<file path="config.mk">
export PLATFORM = sky130hd
export DESIGN_NAME = pcpi_seq_mul_flat
export DESIGN_NICKNAME = d
export VERILOG_FILES = /design/src/rtl/pcpi_seq_mul_if.sv /design/src/rtl/pcpi_seq_mul.sv /design/src/flat_wrapper.sv
export SDC_FILE = /design/constraint.sdc
export NUM_CORES = 1
export LEC_CHECK = 0
export BUFFER_PORTS_ARGS = -buffer_cell sky130_fd_sc_hd__buf_4
export CAP_MARGIN = 20
export CELL_PAD_IN_SITES_DETAIL_PLACEMENT = 0
export CELL_PAD_IN_SITES_GLOBAL_PLACEMENT = 1
export CORE_ASPECT_RATIO = 1.1
export CORE_UTILIZATION = 40
export CTS_CLUSTER_SIZE = 16
export DETAILED_ROUTE_END_ITERATION = 10
export PLACE_DENSITY = 0.73
export SYNTH_ARGS = -nofsm -noshare
export SYNTH_HDL_FRONTEND = slang
export SYNTH_SLANG_ARGS = --single-unit
</file>
<file path="constraint.sdc">
create_clock -name clk -period 3.1 [get_ports clk]
set_input_delay 0.31 -clock clk [delete_from_list [all_inputs] [get_ports clk]]
set_output_delay 0.31 -clock clk [all_outputs]
set_load 0.05 [all_outputs]
</file>
<file path="src/rtl/pcpi_seq_mul_if.sv">
// PCPI bundle between the core (master) and a coprocessor (slave).
// Carries the offered instruction, operands and the write-back response.
interface pcpi_seq_mul_if;
  logic        pcpi_valid;
  logic [31:0] pcpi_insn;
  logic [31:0] pcpi_rs1;
  logic [31:0] pcpi_rs2;
  logic        pcpi_wr;
  logic [31:0] pcpi_rd;
  logic        pcpi_wait;
  logic        pcpi_ready;

  modport master (
    output pcpi_valid,
    output pcpi_insn,
    output pcpi_rs1,
    output pcpi_rs2,
    input  pcpi_wr,
    input  pcpi_rd,
    input  pcpi_wait,
    input  pcpi_ready
  );

  modport slave (
    input  pcpi_valid,
    input  pcpi_insn,
    input  pcpi_rs1,
    input  pcpi_rs2,
    output pcpi_wr,
    output pcpi_rd,
    output pcpi_wait,
    output pcpi_ready
  );
endinterface

</file>
<file path="src/rtl/pcpi_seq_mul.sv">
// Iterative shift-add RV32M multiplier on the PCPI responder side.
// Define PCPI_SEQ_MUL_MULH_EN to claim MULH/MULHSU/MULHU (64-bit path).
module pcpi_seq_mul #(
  parameter int STEPS_PER_CYCLE = 1
) (
  input logic            clk,
  input logic            resetn,
  pcpi_seq_mul_if.slave  pcpi
);

`ifdef PCPI_SEQ_MUL_MULH_EN
  localparam int W = 64;
`else
  localparam int W = 32;
`endif

  localparam logic [6:0] STEP = 7'(STEPS_PER_CYCLE);

  if (!(STEPS_PER_CYCLE == 1 || STEPS_PER_CYCLE == 2 ||
        STEPS_PER_CYCLE == 4 || STEPS_PER_CYCLE == 8)) begin : g_bad_steps
    $error("STEPS_PER_CYCLE must be 1, 2, 4 or 8");
  end

  typedef enum logic [1:0] {
    IDLE,
    RUN,
    DONE
  } state_t;

  state_t state;
  state_t state_nx;

  logic [W-1:0] acc;
  logic [W-1:0] mcand;
  logic [W-1:0] mplier;
  logic [W-1:0] acc_nx;
  logic [W-1:0] mcand_nx;
  logic [W-1:0] mplier_nx;
  logic [W-1:0] a_op;
  logic [W-1:0] b_op;
  logic [6:0]   cnt;
  logic [6:0]   n_ld;
  logic         rdy_q;
  logic [31:0]  rd_q;
  logic [31:0]  res;
  logic [2:0]   f3;
  logic         is_op;
  logic         match;
  logic         accept;
  logic         unused;

  assign f3    = pcpi.pcpi_insn[14:12];
  assign is_op = (pcpi.pcpi_insn[6:0] == 7'b0110011) &&
                 (pcpi.pcpi_insn[31:25] == 7'b0000001);
  assign unused = ^{pcpi.pcpi_insn[24:15], pcpi.pcpi_insn[11:7]};

`ifdef PCPI_SEQ_MUL_MULH_EN
  logic hi;

  assign match = is_op && !f3[2];

  always_comb begin
    a_op = {{32{pcpi.pcpi_rs1[31] &
                (f3 == 3'b001 || f3 == 3'b010)}},
            pcpi.pcpi_rs1};
    b_op = {{32{pcpi.pcpi_rs2[31] & (f3 == 3'b001)}},
            pcpi.pcpi_rs2};
    n_ld = (f3 == 3'b000) ? 7'd32 : 7'd64;
  end

  assign res = hi ? acc_nx[63:32] : acc_nx[31:0];
`else
  assign match = is_op && (f3 == 3'b000);

  always_comb begin
    a_op = pcpi.pcpi_rs1;
    b_op = pcpi.pcpi_rs2;
    n_ld = 7'd32;
  end

  assign res = acc_nx;
`endif

  assign accept = pcpi.pcpi_valid && match && !rdy_q;

  always_comb begin
    acc_nx    = acc;
    mcand_nx  = mcand;
    mplier_nx = mplier;
    for (int i = 0; i < STEPS_PER_CYCLE; i++) begin
      if (mplier_nx[0]) acc_nx = acc_nx + mcand_nx;
      mcand_nx  = mcand_nx << 1;
      mplier_nx = mplier_nx >> 1;
    end
  end

  always_ff @(posedge clk or negedge resetn) begin
    if (!resetn) state <= IDLE;
    else         state <= state_nx;
  end

  always_comb begin
    state_nx = state;
    unique case (state)
      IDLE: if (accept) state_nx = RUN;
      RUN: begin
        if (!pcpi.pcpi_valid)  state_nx = IDLE;
        else if (cnt == STEP)  state_nx = DONE;
      end
      DONE:    state_nx = IDLE;
      default: state_nx = IDLE;
    endcase
  end

  // rdy_q blocks re-accepting the instruction the core is still retiring
  always_ff @(posedge clk or negedge resetn) begin
    if (!resetn) begin
      acc    <= '0;
      mcand  <= '0;
      mplier <= '0;
      cnt    <= '0;
      rdy_q  <= 1'b0;
      rd_q   <= '0;
`ifdef PCPI_SEQ_MUL_MULH_EN
      hi     <= 1'b0;
`endif
    end else begin
      rdy_q <= (state == DONE);
      if (state == IDLE && accept) begin
        acc    <= '0;
        mcand  <= a_op;
        mplier <= b_op;
        cnt    <= n_ld;
`ifdef PCPI_SEQ_MUL_MULH_EN
        hi     <= (f3 != 3'b000);
`endif
      end else if (state == RUN) begin
        acc    <= acc_nx;
        mcand  <= mcand_nx;
        mplier <= mplier_nx;
        cnt    <= cnt - STEP;
      end
      if (state == RUN && state_nx == DONE) rd_q <= res;
    end
  end

  assign pcpi.pcpi_wait  = (state == RUN);
  assign pcpi.pcpi_ready = (state == DONE);
  assign pcpi.pcpi_wr    = (state == DONE);
  assign pcpi.pcpi_rd    = rd_q;

endmodule

</file>
<file path="src/flat_wrapper.sv">
// flat-port wrapper written by rule: the top's interface ports become plain ports
module pcpi_seq_mul_flat 
#(
  parameter int STEPS_PER_CYCLE = 1
)
  (clk, resetn, pcpi_pcpi_valid, pcpi_pcpi_insn, pcpi_pcpi_rs1, pcpi_pcpi_rs2, pcpi_pcpi_wr, pcpi_pcpi_rd, pcpi_pcpi_wait, pcpi_pcpi_ready);
  pcpi_seq_mul_if pcpi_i ();
  input logic clk;
  input logic resetn;
  input wire logic [$bits(pcpi_i.pcpi_valid)-1:0] pcpi_pcpi_valid;
  input wire logic [$bits(pcpi_i.pcpi_insn)-1:0] pcpi_pcpi_insn;
  input wire logic [$bits(pcpi_i.pcpi_rs1)-1:0] pcpi_pcpi_rs1;
  input wire logic [$bits(pcpi_i.pcpi_rs2)-1:0] pcpi_pcpi_rs2;
  output wire logic [$bits(pcpi_i.pcpi_wr)-1:0] pcpi_pcpi_wr;
  output wire logic [$bits(pcpi_i.pcpi_rd)-1:0] pcpi_pcpi_rd;
  output wire logic [$bits(pcpi_i.pcpi_wait)-1:0] pcpi_pcpi_wait;
  output wire logic [$bits(pcpi_i.pcpi_ready)-1:0] pcpi_pcpi_ready;
  assign pcpi_i.pcpi_valid = pcpi_pcpi_valid;
  assign pcpi_i.pcpi_insn = pcpi_pcpi_insn;
  assign pcpi_i.pcpi_rs1 = pcpi_pcpi_rs1;
  assign pcpi_i.pcpi_rs2 = pcpi_pcpi_rs2;
  assign pcpi_pcpi_wr = pcpi_i.pcpi_wr;
  assign pcpi_pcpi_rd = pcpi_i.pcpi_rd;
  assign pcpi_pcpi_wait = pcpi_i.pcpi_wait;
  assign pcpi_pcpi_ready = pcpi_i.pcpi_ready;
  pcpi_seq_mul #(.STEPS_PER_CYCLE(STEPS_PER_CYCLE)) u_core (.clk(clk), .resetn(resetn), .pcpi(pcpi_i));
endmodule
</file>
==> results of run 1 <==
==> sequential cells by signal (all words and copies together) (netlist names) <==
| name | flops |
|---|---|
| u_core.state | 2 |
| u_core.pcpi.pcpi_rd | 32 |
| u_core.mplier | 32 |
| u_core.mcand | 32 |
| u_core.rdy_q | 1 |
| u_core.cnt | 7 |
| u_core.acc | 32 |
==> layer usage <==
layer | GRT usage (%) | vias up | share of wire (%) | routed length, um
li1 | - | 3361 | - | -
met1 | 27.97 | 3223 | 46 | 9386
met2 | 36.34 | 139 | 48 | 9837
met3 | 3.875 | 20 | 3.8 | 775
met4 | 6.854 | 0 | 1.4 | 286
met5 | 0 | - | 0 | 0
==> cell usage after synthesis, types with 3 or more instances <==
library cell / instances / area (um^2)
nand2_1: 181 / 679.4
dfrtp_1: 138 / 3453
o21ai_0: 69 / 345.3
nor2_1: 66 / 247.7
a21oi_1: 45 / 225.2
clkbuf_1: 45 / 168.9
nand3_1: 44 / 220.2
a31oi_1: 36 / 225.2
ha_1: 33 / 412.9
a22oi_1: 32 / 240.2
a21o_1: 18 / 135.1
xnor2_1: 17 / 148.9
nor3_1: 15 / 75.07
inv_1: 14 / 52.55
o21a_1: 13 / 97.59
xor2_1: 13 / 113.9
and3_1: 11 / 68.82
nand4_1: 10 / 62.56
mux2i_1: 7 / 70.07
a211o_1: 5 / 43.79
a211oi_1: 3 / 22.52
a21oi_2: 3 / 26.28
and2_1: 3 / 18.77
buf_1: 3 / 11.26
clkbuf_8: 3 / 41.29
nor4_1: 3 / 18.77
o211ai_1: 3 / 22.52
==> cells by family (layout without fill, tap and decap cells) <==
| logic type | count (synthesis) | count (layout) | synth area share (%) |
|---|---|---|---|
| buffers and inverters | 72 | 187 | 4.194 |
| adders and majority gates | 34 | 34 | 5.582 |
| DFF | 138 | 138 | 44.52 |
| AOI/OAI and AO/OA | 250 | 250 | 20.65 |
| xor gates and xnor gates | 30 | 30 | 3.388 |
| muxes | 9 | 9 | 1.339 |
| and+or+nand+nor | 356 | 356 | 20.33 |
==> layout by cell type (no fill, tap or decap), types with 14 or more instances in the layout <==
master,instances
a21oi_1,45
nor2_1,65
a21o_1,18
buf_4,136
clkbuf_16,17
o21ai_0,69
dfrtp_1,138
ha_1,33
nand2_1,181
a31oi_1,35
xnor2_1,17
nor3_1,14
nand3_1,43
a22oi_1,32
==> report_power, final <==
part / internal, W / switching (W) / leakage [nW]
registers: 0.00180 / 0.000000601 / 1.58
logic: 0.0000731 / 0.0000551 / 2.88
clock network: 0.00125 / 0.000798 / 0.278
total: 0.00312 / 0.000854 / 4.74
==> area by class of cell <==
cell class	count	area share [%]
sequential	138	36.33
tap	247	3.251
multi-input combinational	679	42.21
timing repair buffer	140	11.39
clock inverter	10	1.237
clock buffer	22	4.989
inverter	15	0.5923
==> what timing repair did <==
item / CTS / global route
setup endpoints to repair: 0 / 8
gates resized for setup: 0 / 3
hold buffers: 1 / 0
hold endpoints to repair: 70 / 0
==> how the worst max path moves through the flow <==
stage | to | depth (start not counted) | from | slack (ps)
after floorplan | u_core.pcpi.pcpi_rd[20]$_DFFE_PN0P_ | 11 | u_core.mcand[0]$_DFFE_PN0P_ | 380
after global placement | u_core.pcpi.pcpi_rd[30]$_DFFE_PN0P_ | 11 | u_core.mcand[0]$_DFFE_PN0P_ | 170
after detailed placement | u_core.pcpi.pcpi_rd[30]$_DFFE_PN0P_ | 11 | u_core.mcand[0]$_DFFE_PN0P_ | 110
after CTS | u_core.pcpi.pcpi_rd[30]$_DFFE_PN0P_ | 11 | u_core.mcand[0]$_DFFE_PN0P_ | 90
after global routing | u_core.pcpi.pcpi_rd[30]$_DFFE_PN0P_ | 11 | u_core.mcand[0]$_DFFE_PN0P_ | -20
final | u_core.pcpi.pcpi_rd[30]$_DFFE_PN0P_ | 11 | u_core.mcand[0]$_DFFE_PN0P_ | 180
==> per-stage QoR <==
stage,utilization [%],worst slack [ps],std cells
floorplan,-,383.8,889
global placement,46.68,166.9,1218
detailed placement,46.68,105.9,1218
CTS,49.85,87.08,1251
global route,49.94,-24.94,1251
finish,49.94,180.7,1251
==> worst register-to-register path: stages (launching register included) <==
cell	delay, ps
dfrtp_1	390
ha_1	230
fa_1	410
a21o_1	210
a22o_1	230
o211ai_1	260
nand3b_1	200
a221oi_2	320
o21ai_0	140
xnor2_1	160
o21a_1	170
a21oi_1	130
==> results.sh, run 1 <==
export IMPL_hp_class="in2reg"
export IMPL_fin_skew_ps=7.444
export IMPL_end_kind="flip-flop"
export IMPL_rr_startpoint="u_core.mcand[0]$_DFFE_PN0P_"
export IMPL_clock_sinks=138
export IMPL_die_h_um=148.0
export IMPL_rr_endpoint="u_core.pcpi.pcpi_rd[30]$_DFFE_PN0P_"
export IMPL_power_density_nw_per_um2=418.3
export IMPL_leakagePower_nw=4.740
export IMPL_cpLargestDelayFamily="compound AO/OA/AOI/OAI gates"
export IMPL_final_hold_viol_count=0
export IMPL_cp_num_buf_inv=0
export IMPL_critPathMaxFanout=3
export IMPL_cts_root_buf="clkbuf_16"
export IMPL_syn_avg_cell_area_um2=8.725
export IMPL_ff2ff_path_depth=11
export IMPL_initial_core_util_pct=40.75
export IMPL_hp_start="pcpi_pcpi_rs2[31]"
export IMPL_r2r_slack_ps=180
export IMPL_nFillCells=1860
export IMPL_max_freq_ghz=0.3426
export IMPL_cp_cell_sequence="ha_1, fa_1, a21o_1, a22o_1, o211ai_1, nand3b_1, a221oi_2, o21ai_0, xnor2_1, o21a_1, a21oi_1"
export IMPL_grt_pass1_wl_um=33750
export IMPL_final_nets=1124
export IMPL_dr_total_vias=6743
export IMPL_seqCellArea_um2=3453
export IMPL_core_um2=19030
export IMPL_viasPerCell=5.390
export IMPL_rsz0062_at_grt="yes"
export IMPL_hold_depth=3
export IMPL_place_port_buffers=118
export IMPL_cap_viol_max_count=0
export IMPL_grt_pass1_vias=6609
export IMPL_fin_tns_setup_ps=0
export IMPL_ys_types=72
export IMPL_worstSkewPairLatency_ps=430
export IMPL_grt_overflow=0
export IMPL_synth_flop_cell="dfrtp_1"
export IMPL_slew_headroom_pct=53.07
export IMPL_diodes=0
export IMPL_grt_util_all_layers_pct=21.58
export IMPL_min_period_over_period_pct=94.17
export IMPL_crit_type="reg2reg"
export IMPL_netlist_instances=889
export IMPL_netlist_area_um2=7756
export IMPL_cp_slowest_cell="fa_1"
export IMPL_layout_area_overhead_vs_synth_pct=22.55
export IMPL_globalplace_congestion=0.9047
export IMPL_clkSlewWorstSetupHoldPaths_ps=60
export IMPL_setup_viol=0
export IMPL_synth_edf_count=0
export IMPL_yosysSeqAreaShare_pct=44.52
export IMPL_post_cts_buffers=0
export IMPL_drc_errors=0
export IMPL_firstDrtPassIters=5
export IMPL_crit_required_ps=3450
export IMPL_slew_viol_final=0
export IMPL_synth_seq_cells=138
export IMPL_async_reset_ff_share_pct=100.0
export IMPL_status="finished clean"
export IMPL_irDropWorstVdd_v=0.0004282
export IMPL_cp_start_kind="flip-flop"
export IMPL_wl_per_cell_um=16.22
export IMPL_max_stage_delay_ps=410
export IMPL_tritoncts="built"
export IMPL_antenna_found_initial=0
export IMPL_tightest_slew_ps=703.9
export IMPL_dieArea_um2=19950
export IMPL_worst_ep_arrival_time_ps=3270
export IMPL_rows=53
export IMPL_p_total_w=0.003976
export IMPL_final_area_um2=9505
export IMPL_postRouteAntennaNets=0
export IMPL_grt_max_degree=73
export IMPL_drtIter0Drc=375
export IMPL_postPlaceCellArea_um2=8885
export IMPL_multi_input_area_um2=4013
export IMPL_hpwl_um=13890
export IMPL_clockBufferDepth=2
export IMPL_holdWs_ps=84.15
export IMPL_timing_final_crit_period_ps=2919
export IMPL_die_w_um=134.8
export IMPL_syn_nets=1022
export IMPL_cts_buffers=17
export IMPL_finalWirelength_um=20290
export IMPL_holdPathEnd="u_core.mplier[31]$_DFFE_PN0P_"
export IMPL_htreeDepth=4
export IMPL_yosys_warnings=0
export IMPL_ios=134
export IMPL_drive_gt1_share_pct=19.62
Power figures use the tool's default switching activity.
==> run 2, diff against run 1 <==
--- a/config.mk
+++ b/config.mk
@@ -8,11 +8,10 @@
 export BUFFER_PORTS_ARGS = -buffer_cell sky130_fd_sc_hd__buf_4
 export CAP_MARGIN = 20
-export CELL_PAD_IN_SITES_DETAIL_PLACEMENT = 0
-export CELL_PAD_IN_SITES_GLOBAL_PLACEMENT = 1
 export CORE_ASPECT_RATIO = 1.1
 export CORE_UTILIZATION = 40
 export CTS_CLUSTER_SIZE = 16
 export DETAILED_ROUTE_END_ITERATION = 10
-export PLACE_DENSITY = 0.73
+export PLACE_DENSITY = 0.57
+export RECOVER_POWER = 25
 export SYNTH_ARGS = -nofsm -noshare
 export SYNTH_HDL_FRONTEND = slang
==> constraint.sdc (replaced) <==
create_clock -name clk -period 3.1 [get_ports clk]
set_input_delay 0.155 -clock clk [delete_from_list [all_inputs] [get_ports clk]]
set_output_delay 0.155 -clock clk [all_outputs]
set_load 0.05 [all_outputs]
==> run 2 against run 1 <==
  * The run now ends with capacitance limit, slew limit left
  * Sequential share of layout area decreased by 2.0 points
  * Via count increased by 2.9%
  * Sequential cell count unchanged
  * Non-clock buffer count increased by 57
  * Worst setup slack improved by 3.6 ps
  * Clock-buffer cell count unchanged
  * Design area increased by 5.7%
  * First-iteration DRC count increased by 11%
  * Register-to-register slack about the same
  * Maximum frequency increased by 0.12%
  * Largest cell class unchanged
==> results.sh, run 2 (synthesis gave the netlist of run 1 again) <==
export IMPL_cp_start_kind="flip-flop"
export IMPL_dieArea_um2=19950
export IMPL_viasPerCell=5.308
export IMPL_tightest_slew_ps=2098
export IMPL_seq_power_share_pct=45.8
export IMPL_final_hold_viol_count=0
export IMPL_die_w_um=134.8
export IMPL_max_stage_delay_ps=420
export IMPL_grt_pass1_vias=6657
export IMPL_globalplace_congestion=0.8606
export IMPL_layout_area_overhead_vs_synth_pct=29.57
export IMPL_core_um2=19030
export IMPL_antenna_found_initial=0
export IMPL_timing_final_crit_period_ps=2916
export IMPL_critPathMaxFanout=3
export IMPL_place_port_buffers=118
export IMPL_cap_viol_max_count=1
export IMPL_grt_max_degree=82
export IMPL_failed_checks="capacitance limit, slew limit"
export IMPL_fin_skew_ps=10.48
export IMPL_clockBufferDepth=2
export IMPL_finalWirelength_um=20520
export IMPL_crit_type="reg2reg"
export IMPL_fin_tns_setup_ps=0
export IMPL_cts_buffers=17
export IMPL_cp_cell_sequence="ha_1, fa_1, a21o_1, a221oi_2, o21ai_1, nand4bb_1, nand3_1, a21oi_1, xor2_1, o21ai_0, mux2_2"
export IMPL_drc_errors=0
export IMPL_hp_start="pcpi_pcpi_rs2[27]"
export IMPL_mostFrequentLayoutCell="nand2_1"
export IMPL_slew_headroom_pct=-39.88
export IMPL_die_h_um=148.0
export IMPL_dr_total_vias=6937
export IMPL_drtIter0Drc=417
export IMPL_tritoncts="built"
export IMPL_grt_util_all_layers_pct=21.96
export IMPL_drive_gt1_share_pct=18.58
export IMPL_pwr_share_clk_pct=49.5
export IMPL_wl_per_cell_um=15.70
export IMPL_p_total_w=0.003935
export IMPL_initial_core_util_pct=40.75
export IMPL_slew_viol_final=81
export IMPL_r2r_slack_ps=180
export IMPL_grt_overflow=0
export IMPL_power_density_nw_per_um2=391.6
export IMPL_end_kind="flip-flop"
export IMPL_layout_cells_most_common_list="181 x nand2_1, 138 x dfrtp_1, 136 x buf_4, 68 x o21ai_0, 65 x nor2_1"
export IMPL_p_comb_share_pct=4.6
export IMPL_grt_pass1_wl_um=34400
export IMPL_worst_ep_arrival_time_ps=3220
export IMPL_cp_slowest_cell="fa_1"
export IMPL_final_area_um2=10050
export IMPL_postRouteAntennaNets=0
export IMPL_firstDrtPassIters=5
export IMPL_htreeDepth=4
export IMPL_switchingPower_w=0.0008496
export IMPL_postPlaceCellArea_um2=8892
export IMPL_rr_startpoint="u_core.mcand[0]$_DFFE_PN0P_"
export IMPL_ios=134
export IMPL_hp_class="in2reg"
export IMPL_rows=53
export IMPL_status="finished, violations left"
export IMPL_startpoint="u_core.mcand[0]$_DFFE_PN0P_"
export IMPL_cts_root_buf="clkbuf_16"
export IMPL_leakagePower_nw=4.971
export IMPL_p_sw_share_pct=21.59
export IMPL_hpwl_um=14030
export IMPL_final_nets=1181
export IMPL_clkSlewWorstSetupHoldPaths_ps=60
export IMPL_irDropWorstVdd_v=0.0003799
export IMPL_setup_viol=0
export IMPL_worstSkewPairLatency_ps=420
export IMPL_rsz0062_at_grt="no"
export IMPL_max_freq_ghz=0.3430
export IMPL_crit_required_ps=3410
export IMPL_diodes=0
export IMPL_min_period_over_period_pct=94.05
export IMPL_clock_sinks=138
export IMPL_p_int_w=0.003086
==> run 2: cell type report <==
| class | count | area (um^2) |
|---|---|---|
| Clock buffer | 22 | 474.2 |
| Clock inverter | 9 | 92.59 |
| Fill cell | 1794 | 8982 |
| Inverter | 15 | 56.30 |
| Multi-Input combinational cell | 679 | 4013 |
| Sequential cell | 138 | 3453 |
| Tap cell | 247 | 309.0 |
| Timing Repair Buffer | 197 | 1652 |
==> run 2: power groups by stage <==
stage	sequential (W)	clock, W	combinational, W
floorplan	0.00184	0	0.00000629
global placement	0.00184	0	0.000130
detailed placement	0.00184	0	0.000130
CTS	0.00180	0.00199	0.000187
global route	0.00180	0.00208	0.000201
finish	0.00180	0.00195	0.000183
==> run 2: what timing repair did <==
action	4_1_cts	5_1_grt
resized for setup	0	4
setup endpoints to repair	0	9
hold buffers	57	0
endpoints found under the hold margin	136	0
setup buffers	0	1
==> run 2: path summary, 6_finish.rpt <==
path	cells after the start	to
max in group asynchronous	2	u_core.mplier[0]$_DFFE_PN0P_
min in group asynchronous	2	u_core.acc[7]$_DFFE_PN0P_
max reg2reg	11	u_core.pcpi.pcpi_rd[28]$_DFFE_PN0P_
min reg2reg	2	u_core.pcpi.pcpi_rd[25]$_DFFE_PN0P_
max	11	u_core.pcpi.pcpi_rd[28]$_DFFE_PN0P_
min	3	u_core.mplier[27]$_DFFE_PN0P_
==> run 2: worst max-delay path: cells and delay by family, from the launching register on <==
| family | cells | cell delay, ps |
|---|---|---|
| fa+ha+maj | 2 | 650 |
| simple gates | 2 | 300 |
| mux | 1 | 270 |
| xor+xnor | 1 | 190 |
| flops | 1 | 400 |
| compound gates | 5 | 980 |
==> run 2: stage by stage <==
step,util (%),std cells,worst slack [ps],hold WS [ps]
floorplan,-,889,383.8,-140.6
global placement,46.64,1217,146.1,262.5
detailed placement,46.72,1218,94.91,260.9
CTS,52.70,1306,54.58,1.839
global route,52.80,1307,30.02,8.809
finish,52.80,1307,184.3,15.29
==> run 2: metal layers <==
layer  global-route usage, %  share of wire [%]  up-vias
met3                   3.429                3.6       15
li1                        -                  -     3472
met4                   6.629                1.2        0
met5                       0                  0        -
met1                   30.91                 48     3301
met2                   34.69                 47      149
